[src/rtl/sipo_capture_sched_pkg.sv]
// Shared types and default sizing for the serial capture scheduler.
package sipo_capture_pkg;

  typedef enum logic [1:0] {
    IDLE    = 2'd0,
    CAPTURE = 2'd1,
    HOLD    = 2'd2
  } state_t;

  localparam int WIDTH_DEF = 8;
  localparam int N_REQ_DEF = 2;

endpackage

[src/rtl/sipo_capture_sched_rr_pick.sv]
// Combinational round-robin selector: first requester at or after ptr,
// wrapping modulo N_REQ. Produces a one-hot grant and its encoded index.
module rr_pick #(
  parameter  int N_REQ = 2,
  localparam int SRC_W = $clog2(N_REQ)
) (
  input  logic [N_REQ-1:0] req,
  input  logic [SRC_W-1:0] ptr,
  output logic [N_REQ-1:0] gnt,
  output logic [SRC_W-1:0] idx
);

  logic             found;
  logic [SRC_W-1:0] cand;

  // Scan lanes starting at the pointer; the first requester wins.
  always_comb begin
    gnt   = '0;
    idx   = '0;
    found = 1'b0;
    cand  = '0;
    for (int i = 0; i < N_REQ; i++) begin
      cand = SRC_W'((int'(ptr) + i) % N_REQ);
      if (!found && req[cand]) begin
        gnt[cand] = 1'b1;
        idx       = cand;
        found     = 1'b1;
      end
    end
  end

endmodule

[src/rtl/sipo_capture_sched.sv]
// Shares one serial-in/parallel-out capture register between N_REQ serial
// lanes. Grants lanes round-robin, captures WIDTH bits LSB first from the
// granted lane and holds the finished word on a valid/ready port.
module sipo_capture_sched
  import sipo_capture_pkg::*;
#(
  parameter  int WIDTH = WIDTH_DEF,
  parameter  int N_REQ = N_REQ_DEF,
  localparam int SRC_W = $clog2(N_REQ)
) (
  input  logic             i_clk,
  input  logic             i_rst,
  input  logic [N_REQ-1:0] i_req,
  input  logic [N_REQ-1:0] i_bit,
  output logic [N_REQ-1:0] o_gnt,
  output logic             o_busy,
  output logic [WIDTH-1:0] o_data,
  output logic [SRC_W-1:0] o_src,
  output logic             o_valid,
  input  logic             i_ready
);

  localparam int               CNT_W    = $clog2(WIDTH);
  localparam logic [CNT_W-1:0] CNT_LAST = CNT_W'(WIDTH - 1);

  state_t           state, state_nxt;
  logic [CNT_W-1:0] cnt;
  logic [SRC_W-1:0] ptr;
  logic [SRC_W-1:0] gnt_idx;
  logic [SRC_W-1:0] ptr_inc;
  logic [N_REQ-1:0] pick_gnt;
  logic [SRC_W-1:0] pick_idx;
  logic [WIDTH-1:0] shreg;
  logic [WIDTH-1:0] word_nxt;
  logic             cur_bit;
  logic             cur_req;
  logic             start, abort, done, accept;

  rr_pick #(.N_REQ(N_REQ)) u_rr_pick (
    .req (i_req),
    .ptr (ptr),
    .gnt (pick_gnt),
    .idx (pick_idx)
  );

  assign cur_bit = i_bit[gnt_idx];
  assign cur_req = i_req[gnt_idx];
  assign o_busy  = (state != IDLE);
  assign ptr_inc = (gnt_idx == SRC_W'(N_REQ - 1)) ? '0 : gnt_idx + SRC_W'(1);

  // Capture word as it will look after this edge's bit is inserted.
  always_comb begin
    word_nxt      = shreg;
    word_nxt[cnt] = cur_bit;
  end

  // Next-state decode; a dropped request outranks word completion.
  always_comb begin
    state_nxt = state;
    start     = 1'b0;
    abort     = 1'b0;
    done      = 1'b0;
    accept    = 1'b0;
    case (state)
      IDLE: begin
        if (|i_req) begin
          start     = 1'b1;
          state_nxt = CAPTURE;
        end
      end
      CAPTURE: begin
        if (!cur_req) begin
          abort     = 1'b1;
          state_nxt = IDLE;
        end else if (cnt == CNT_LAST) begin
          done      = 1'b1;
          state_nxt = HOLD;
        end
      end
      HOLD: begin
        if (o_valid && i_ready) begin
          accept    = 1'b1;
          state_nxt = IDLE;
        end
      end
      default: state_nxt = IDLE;
    endcase
  end

  // State register.
  always_ff @(posedge i_clk) begin
    if (i_rst) state <= IDLE;
    else       state <= state_nxt;
  end

  // Grant, counter, pointer and output word registers.
  always_ff @(posedge i_clk) begin
    if (i_rst) begin
      o_gnt   <= '0;
      o_valid <= 1'b0;
      o_data  <= '0;
      o_src   <= '0;
      cnt     <= '0;
      ptr     <= '0;
      gnt_idx <= '0;
    end else begin
      if (start) begin
        o_gnt   <= pick_gnt;
        gnt_idx <= pick_idx;
        cnt     <= '0;
      end
      if (state == CAPTURE && !abort && !done) cnt <= cnt + CNT_W'(1);
      if (abort) begin
        o_gnt <= '0;
        cnt   <= '0;
        ptr   <= ptr_inc;
      end
      if (done) begin
        o_gnt   <= '0;
        o_valid <= 1'b1;
        o_data  <= word_nxt;
        o_src   <= gnt_idx;
        ptr     <= ptr_inc;
        cnt     <= '0;
      end
      if (accept) o_valid <= 1'b0;
    end
  end

  // Shift register is pure data: every bit is rewritten before it is used.
  always_ff @(posedge i_clk) begin
    if (state == CAPTURE) shreg <= word_nxt;
  end

endmodule

[config.mk]
export PLATFORM = sky130hd
export DESIGN_NAME = sipo_capture_sched
export DESIGN_NICKNAME = d
export VERILOG_FILES = /design/src/rtl/sipo_capture_sched_pkg.sv /design/src/rtl/sipo_capture_sched_rr_pick.sv /design/src/rtl/sipo_capture_sched.sv
export SDC_FILE = /design/constraint.sdc
export NUM_CORES = 1
export LEC_CHECK = 0
export ABC_AREA = 0
export BUFFER_PORTS_ARGS = -buffer_cell sky130_fd_sc_hd__clkbuf_2
export CAP_MARGIN = 20
export CORE_MARGIN = 3
export CORE_UTILIZATION = 58
export CTS_BUF_LIST = sky130_fd_sc_hd__clkbuf_8
export DETAILED_ROUTE_END_ITERATION = 8
export PLACE_DENSITY = 0.86
export SYNTH_ARGS = -nofsm -noshare
export SYNTH_HDL_FRONTEND = slang
export SYNTH_SLANG_ARGS = --single-unit
[constraint.sdc]
create_clock -name i_clk -period 1.6 [get_ports i_clk]
set_input_delay 0.24 -clock i_clk [delete_from_list [all_inputs] [get_ports i_clk]]
set_output_delay 0.24 -clock i_clk [all_outputs]
set_load 0.01 [all_outputs]
==> results by group, run 1 <==
Drt
  • DRT antenna net count: 0
  • Drt drc: 0
  • Routed vias: 1000
  • Initial DRC count: 25
  • Initial DRT Pass Iterations: 5
  • DR WL/cell: 15.5 um
  • Wirelength, routed: 2590 um
  • Via density: 5.99

Synthesis
  • Yosys reg bits: 27
  • Syn Area/Cell: 11.1 um^2
  • Cell variety after synth: 36
  • Synth warn: 0
  • Syn nets: 125
  • Synth Cell Area: 1290 um^2
  • Part of the Yosys area used for sequential elements: 0.481
  • Cells after Synth: 116

Critical path
  • Critical path class: flip-flop to flip-flop
  • Worst EP arrival: 1.70 ns
  • Crit-path leading delay family: adder cells
  • CP startpoint: cnt[0]
  • Worst Path Required: 1.78 ns
  • Crit path launch type: flip-flop
  • RR Startpoint: cnt[0]
  • Worst R2R Path Depth: 6
  • Max FO, Critical Path: 4
  • Cell Chain, Critical Path: ha_1, ha_2, buf_4, nor3b_2, nand3_1, a211oi_1
  • Critical path endpoint category: flip-flop
  • CP endpoint: cnt[2]
  • Buf/Inv on CP: 1
  • Reg-to-Reg End: cnt[2]
  • Slowest CP cell: dfxtp_1
  • CP max stage delay: 0.33 ns
  • Reg2reg setup slack: 0.08 ns
  • Critical Path Stages: 6

Die
  • Chip Height: 53.2 um
  • I/O pins: 20
  • Row count: 16
  • Initial Util: 0.632
  • CORE AREA: 2040 um^2
  • Chip width: 53.2 um
  • Die area: 2830 um^2

Global route
  • First-pass GRT wire length: 4400 um
  • Vias in the first global route: 996
  • Largest net degree at the start of global routing: 16
  • GRT Util Overall: 0.214
  • Initial antenna violation count: 0
  • Global route overflow: 0

Clocking
  • Skew-Pair Late Insertion Delay: 0.27 ns
  • H-tree levels: 1
  • Post-CTS Setup Bufs: 0
  • PostCTS Resize Cnt: 0
  • Total clock sinks: 27
  • CTS tree: built
  • Cts-stage hold buffer count: 0
  • CTS max path bufs: 2
  • Clock transition at path regs: 0.09 ns
  • Clk root buf: clkbuf_8
  • Cts bufs inserted: 3

Power
  • Int Pwr: 991 uW
  • Switching Fraction: 0.244
  • Worst-case vdd ir drop: 632 uV
  • Switch Pwr: 320 uW
  • P_leak: 0.565 nW
  • PD cells: 877 nW/um^2
  • Share of power burned in registers: 0.575
  • Clk pwr share: 0.292
  • Combinational share of power: 0.133

STA
  • Max-slew violations: 0
  • Max Clock Freq: 657 MHz
  • Fin. Hold Viols: 0
  • RSZ-0062 raised after global routing: false
  • Fin crit period: 1.52 ns
  • Least-Margin Pin Slew: 0.326 ns
  • Final TNS setup: 0 ns
  • Slew Limit Headroom: 0.778
  • Worst Clk Skew: 0.00200 ns
  • Fin crit share: 0.951
  • # setup viols final: 0
  • Hold Slack: 0.316 ns

Final layout
  • Layout Area Growth over Synthesis: 15.8%
  • Inserted Diodes: 0
  • Ratio of cells with drive above 1 in the final layout: 0.364
  • Final nets: 150
  • Fin util: 0.732
  • Most common cell after layout, fill and taps aside: clkbuf_2
  • Commonest non-fill, non-tap cells in the layout: clkbuf_2, dfxtp_1, nand2_1, mux2_2

Status
  • Outcome: finished, final reports clean

Placed design
  • Gpl congestion: 0.839
  • Number of port buffers: 19
  • Hpwl dp: 1800 um

Run
  • Max-Cap Viols: 0

Worst hold path
  • Worst Hold Class: primary input to flip-flop
==> power groups by stage <==
stage / registers [mW] / logic, mW / clock network, mW
after global placement: 0.767 / 0.159 / 0
after detailed placement: 0.769 / 0.165 / 0
after CTS: 0.754 / 0.167 / 0.389
after floorplan: 0.765 / 0.119 / 0
after global routing: 0.758 / 0.190 / 0.408
final: 0.754 / 0.174 / 0.383
==> cell families after synthesis <==
group | share of synthesized area
AND/OR/NAND/NOR | 0.184
adder cells (fa/ha/maj) | 0.0194
buffers and inverters | 0.0407
flip-flops | 0.481
AO/OA/AOI/OAI | 0.158
multiplexers | 0.116
==> worst register-to-register path: stages, from the launching register on <==
cell	delay [ns]
dfxtp_1	0.33
ha_1	0.21
ha_2	0.20
buf_4	0.15
nor3b_2	0.21
nand3_1	0.10
a211oi_1	0.22
==> synth_stat cells, drive strengths merged <==
library cell  count  share of area
a41oi             1         0.0068
nand3b            4          0.023
o21a              2          0.017
o211ai            1         0.0058
nand3             5          0.019
edfxtp            8           0.19
a211oi            4          0.023
nand4             1         0.0049
o21ai             3          0.012
nor3b             4          0.023
inv               2         0.0058
mux2i             1          0.017
o31a              1         0.0068
dfxtp            19           0.29
o2bb2ai           8          0.054
nor3              2          0.012
nor4bb            1          0.013
nand2            11          0.032
and2b             1         0.0058
or3b              2          0.014
buf               6          0.032
mux2             11          0.099
nor2              4          0.014
ha                2          0.019
clkinv            1         0.0029
nor2b             1         0.0049
a21oi             3          0.012
nand2b            3          0.015
and3              1         0.0049
o221ai            3          0.020
==> worst min path at each step <==
stage | startpoint | endpoint | depth (start not counted)
floorplan | i_req[1] | o_src | 2
global placement | o_data[7] | o_data[7] | 2
detailed placement | o_data[7] | o_data[7] | 2
CTS | i_req[1] | o_src | 3
global route | i_rst | gnt_idx | 2
finish | i_req[1] | o_src | 3
==> registers in the layout, summed over array words and instances, names as in the netlist <==
register,flops
cnt,3
gnt_idx,1
o_data,8
o_gnt,2
o_src,1
o_valid,1
ptr,1
shreg,8
state,2
==> cell type report <==
cell class                 instances  area [um^2]
clock buffer                       3         41.3
clock inverter                     1         5.00
fill                             165          548
inverter                           3         11.3
multi-input combinational         80          633
sequential                        27          622
tap                               27         33.8
timing repair buffer              26          148
==> per-layer routing <==
layer	share of wire	global-route usage
met2	0.49	0.370
met4	0.027	0.0766
met5	0	0
met1	0.44	0.268
met3	0.040	0.0338
==> stage by stage <==
step	instances	instance area [um^2]	total power, mW	setup WS [ns]
floorplan	116	1290	0.884	0.131
CTS	167	1480	1.31	0.00964
global placement	163	1430	0.927	0.106
detailed placement	163	1430	0.934	0.0453
global route	167	1490	1.36	0.0145
finish	167	1490	1.31	0.0784
Note: power is estimated with default switching activity, not from simulation.
==> inputs of run 2 (changes only) <==
--- a/config.mk
+++ b/config.mk
@@ -5,14 +5,14 @@
 export SDC_FILE = /design/constraint.sdc
 export NUM_CORES = 1
 export LEC_CHECK = 0
-export ABC_AREA = 0
+export ABC_AREA = 1
 export BUFFER_PORTS_ARGS = -buffer_cell sky130_fd_sc_hd__clkbuf_2
 export CAP_MARGIN = 20
 export CORE_MARGIN = 3
 export CORE_UTILIZATION = 58
 export CTS_BUF_LIST = sky130_fd_sc_hd__clkbuf_8
 export DETAILED_ROUTE_END_ITERATION = 8
-export PLACE_DENSITY = 0.86
+export PLACE_DENSITY_LB_ADDON = 0.15
 export SYNTH_ARGS = -nofsm -noshare
 export SYNTH_HDL_FRONTEND = slang
 export SYNTH_SLANG_ARGS = --single-unit
==> results by group, run 2 <==
Status
  • Outcome: finished, final reports clean

Die
  • I/O pins: 20 (unchanged)
  • Die area: 2860 um^2 (+1.3%)
  • Initial Util: 0.641 (+0.00919)
  • Row count: 16 (unchanged)
  • Chip Height: 53.5 um (+0.64%)
  • Chip width: 53.5 um (+0.64%)
  • CORE AREA: 2040 um^2 (unchanged)

Critical path
  • Worst path most repeated cell: nand2_1
  • Crit path launch type: flip-flop
  • RR Startpoint: cnt[1]
  • Worst Path Required: 1.77 ns (about the same)
  • Max FO, Critical Path: 7 (+3)
  • Critical path class: flip-flop to flip-flop
  • Slowest CP cell: dfxtp_1
  • Crit-path leading delay family: flip-flops
  • CP startpoint: cnt[1]
  • CP max stage delay: 0.44 ns (+0.11 ns)
  • Critical path endpoint category: flip-flop
  • Cell Chain, Critical Path: ha_1, ha_1, inv_2, nand2_1, nand2_1, nand2_1, a21oi_1
  • Worst EP arrival: 1.60 ns (-0.10 ns)
  • Buf/Inv on CP: 1 (unchanged)

Final layout
  • Most common cell after layout, fill and taps aside: nand2_1
  • Commonest non-fill, non-tap cells in the layout: nand2_1, inv_1, dfxtp_1, clkbuf_2, nor2_1
  • Layout Area Growth over Synthesis: 13.2%
  • Inserted Diodes: 0 (unchanged)
  • Final nets: 206 (+37%)
  • Ratio of cells with drive above 1 in the final layout: 0.194 (-0.170)
  • Top Registers: o_data x8, shreg x8, cnt x3
  • Fin util: 0.725 (-0.00613)
  • Fillers: 171 (+3.6%)

Clocking
  • Cts-stage hold buffer count: 0 (unchanged)
  • Cts bufs inserted: 3 (unchanged)
  • Total clock sinks: 27 (unchanged)
  • Clk root buf: clkbuf_8
  • Clock transition at path regs: 0.09 ns (about the same)
  • Post-CTS Setup Bufs: 0 (unchanged)
  • Skew-Pair Late Insertion Delay: 0.28 ns (about the same)
  • CTS max path bufs: 2 (unchanged)
  • H-tree levels: 1 (unchanged)
  • CTS tree: built

Global route
  • Global route overflow: 0 (unchanged)
  • Largest net degree at the start of global routing: 16 (unchanged)
  • GRT Util Overall: 0.199 (-0.0157)
  • First-pass GRT wire length: 4050 um (-7.8%)
  • Initial antenna violation count: 0 (unchanged)
  • Vias in the first global route: 941 (-5.5%)

STA
  • Slew Limit Headroom: 0.786 (+0.00836)
  • Fin crit share: 0.897 (-0.0535)
  • # setup viols final: 0 (unchanged)
  • Max Clock Freq: 696 MHz (+6.0%)
  • RSZ-0062 raised after global routing: false
  • Fin. Hold Viols: 0 (unchanged)
  • Max-slew violations: 0 (unchanged)
  • Worst Clk Skew: 0.00324 ns (+0.00125 ns)
  • Least-Margin Pin Slew: 0.321 ns (-0.00561 ns)
  • Fin crit period: 1.44 ns (-0.0856 ns)
  • Final TNS setup: 0 ns (unchanged)

Worst hold path
  • Worst Hold Class: primary input to flip-flop
  • Min-Delay Startpoint: i_rst

Synthesis
  • Top area cells in the synthesized netlist: dfxtp_1, edfxtp_1, nand2_1
  • Leading area contributor after synthesis: dfxtp_1
  • Post-synth top area share: 0.291 (-0.00423)
  • Cell variety after synth: 24 (-33%)
  • Yosys reg bits: 27 (unchanged)
  • Post-synth EDFFs: 8 (unchanged)
  • Synth warn: 0 (unchanged)
  • Cells after Synth: 173 (+49%)
  • Synth Cell Area: 1310 um^2 (+1.5%)
  • Most used DFF post-synth: dfxtp_1
  • Syn nets: 182 (+46%)
  • Part of the Yosys area used for sequential elements: 0.474 (-0.00690)
  • Top-count cell post-synth: nand2_1
  • Async SR Flop Fraction: 0 (unchanged)
  • Synth top cells by count: nand2_1, inv_1, dfxtp_1
  • Syn Area/Cell: 7.57 um^2 (-32%)

Drt
  • Via density: 4.97 (-17%)
  • Drt drc: 0 (unchanged)
  • Initial DRC count: 23 (-8.0%)
  • Initial DRT Pass Iterations: 4 (-1)
  • Routed vias: 1108 (+11%)
  • DR WL/cell: 10.9 um (-30%)
  • Wirelength, routed: 2430 um (-6.1%)
  • DRT antenna net count: 0 (unchanged)

Power
  • PD cells: 869 nW/um^2 (-0.92%)
  • Worst-case vdd ir drop: 812 uV (+28%)
  • Total Power: 1.29 mW (-1.8%)
  • P_leak: 0.711 nW (+26%)

Run
  • Max-Cap Viols: 0 (unchanged)

Placed design
  • Number of port buffers: 19 (unchanged)
  • Hpwl dp: 1870 um (+3.8%)
  • Gpl congestion: 0.835 (-0.48%)
-- run 2: cell count changes after synthesis, sizes merged, moves of 7 or more --
cell	previous run	this run
nand2	11	56
inv	2	32
nor2	4	18
mux2	11	0
nand3	5	13
o2bb2ai	8	0
a21oi	3	10
-- run 2: path summary, 6_finish.rpt --
check,end,slack [ns],depth (start not counted)
worst max-delay path,o_gnt[0],0.16,7
worst min register to register,o_gnt[1],0.47,2
worst min-delay path,o_src,0.21,2
worst max register to register,o_gnt[0],0.16,7
-- run 2: cell type report --
type	instances	area, um^2	area share
well taps	27	33.8	0.0228
clock buffers	3	41.3	0.0279
flip-flops and latches	27	621	0.419
multi-input cells	111	548	0.370
inverters	33	124	0.0836
repair buffers	21	110	0.0743
clock inverters	1	3.75	0.00253
-- run 2: logic make-up (layout without fill, tap and decap cells) --
logic type / after synthesis / after routing / share of synthesized area
buf+inv: 35 / 58 / 0.107
fa+ha+maj: 2 / 2 / 0.0191
flops: 27 / 27 / 0.474
compound gates: 19 / 19 / 0.0841
simple gates: 90 / 90 / 0.315
-- run 2: power by group --
group | internal, mW | switching (mW) | total, mW
logic | 0.0478 | 0.103 | 0.151
registers | 0.735 | 0.0137 | 0.749
clock network | 0.172 | 0.215 | 0.388
total | 0.956 | 0.332 | 1.29
-- run 2: stage by stage --
| stage | std cells | setup WS, ns | hold slack [ns] | instance area, um^2 |
|---|---|---|---|---|
| 2_1_floorplan | 173 | 0.333 | 0.302 | 1310 |
| 6_report | 223 | 0.164 | 0.211 | 1480 |
| 5_1_grt | 223 | 0.00872 | 0.219 | 1480 |
| 3_5_place_dp | 219 | 0.141 | 0.460 | 1440 |
| 4_1_cts | 223 | 0.119 | 0.205 | 1480 |
| 3_3_place_gp | 219 | 0.215 | 0.448 | 1440 |
-- run 2: repair_timing --
action	CTS	global route
resized for setup	0	1
endpoints found under the hold margin	0	0
setup endpoints to repair	0	1
-- run 2: metal layers --
layer / track usage / up-vias / part of all wire
met1: 0.233 / 496 / 0.44
met3: 0.0254 / 5 / 0.035
met4: 0.102 / 0 / 0.021
met2: 0.349 / 21 / 0.50
met5: 0 / - / 0
li1: - / 586 / -
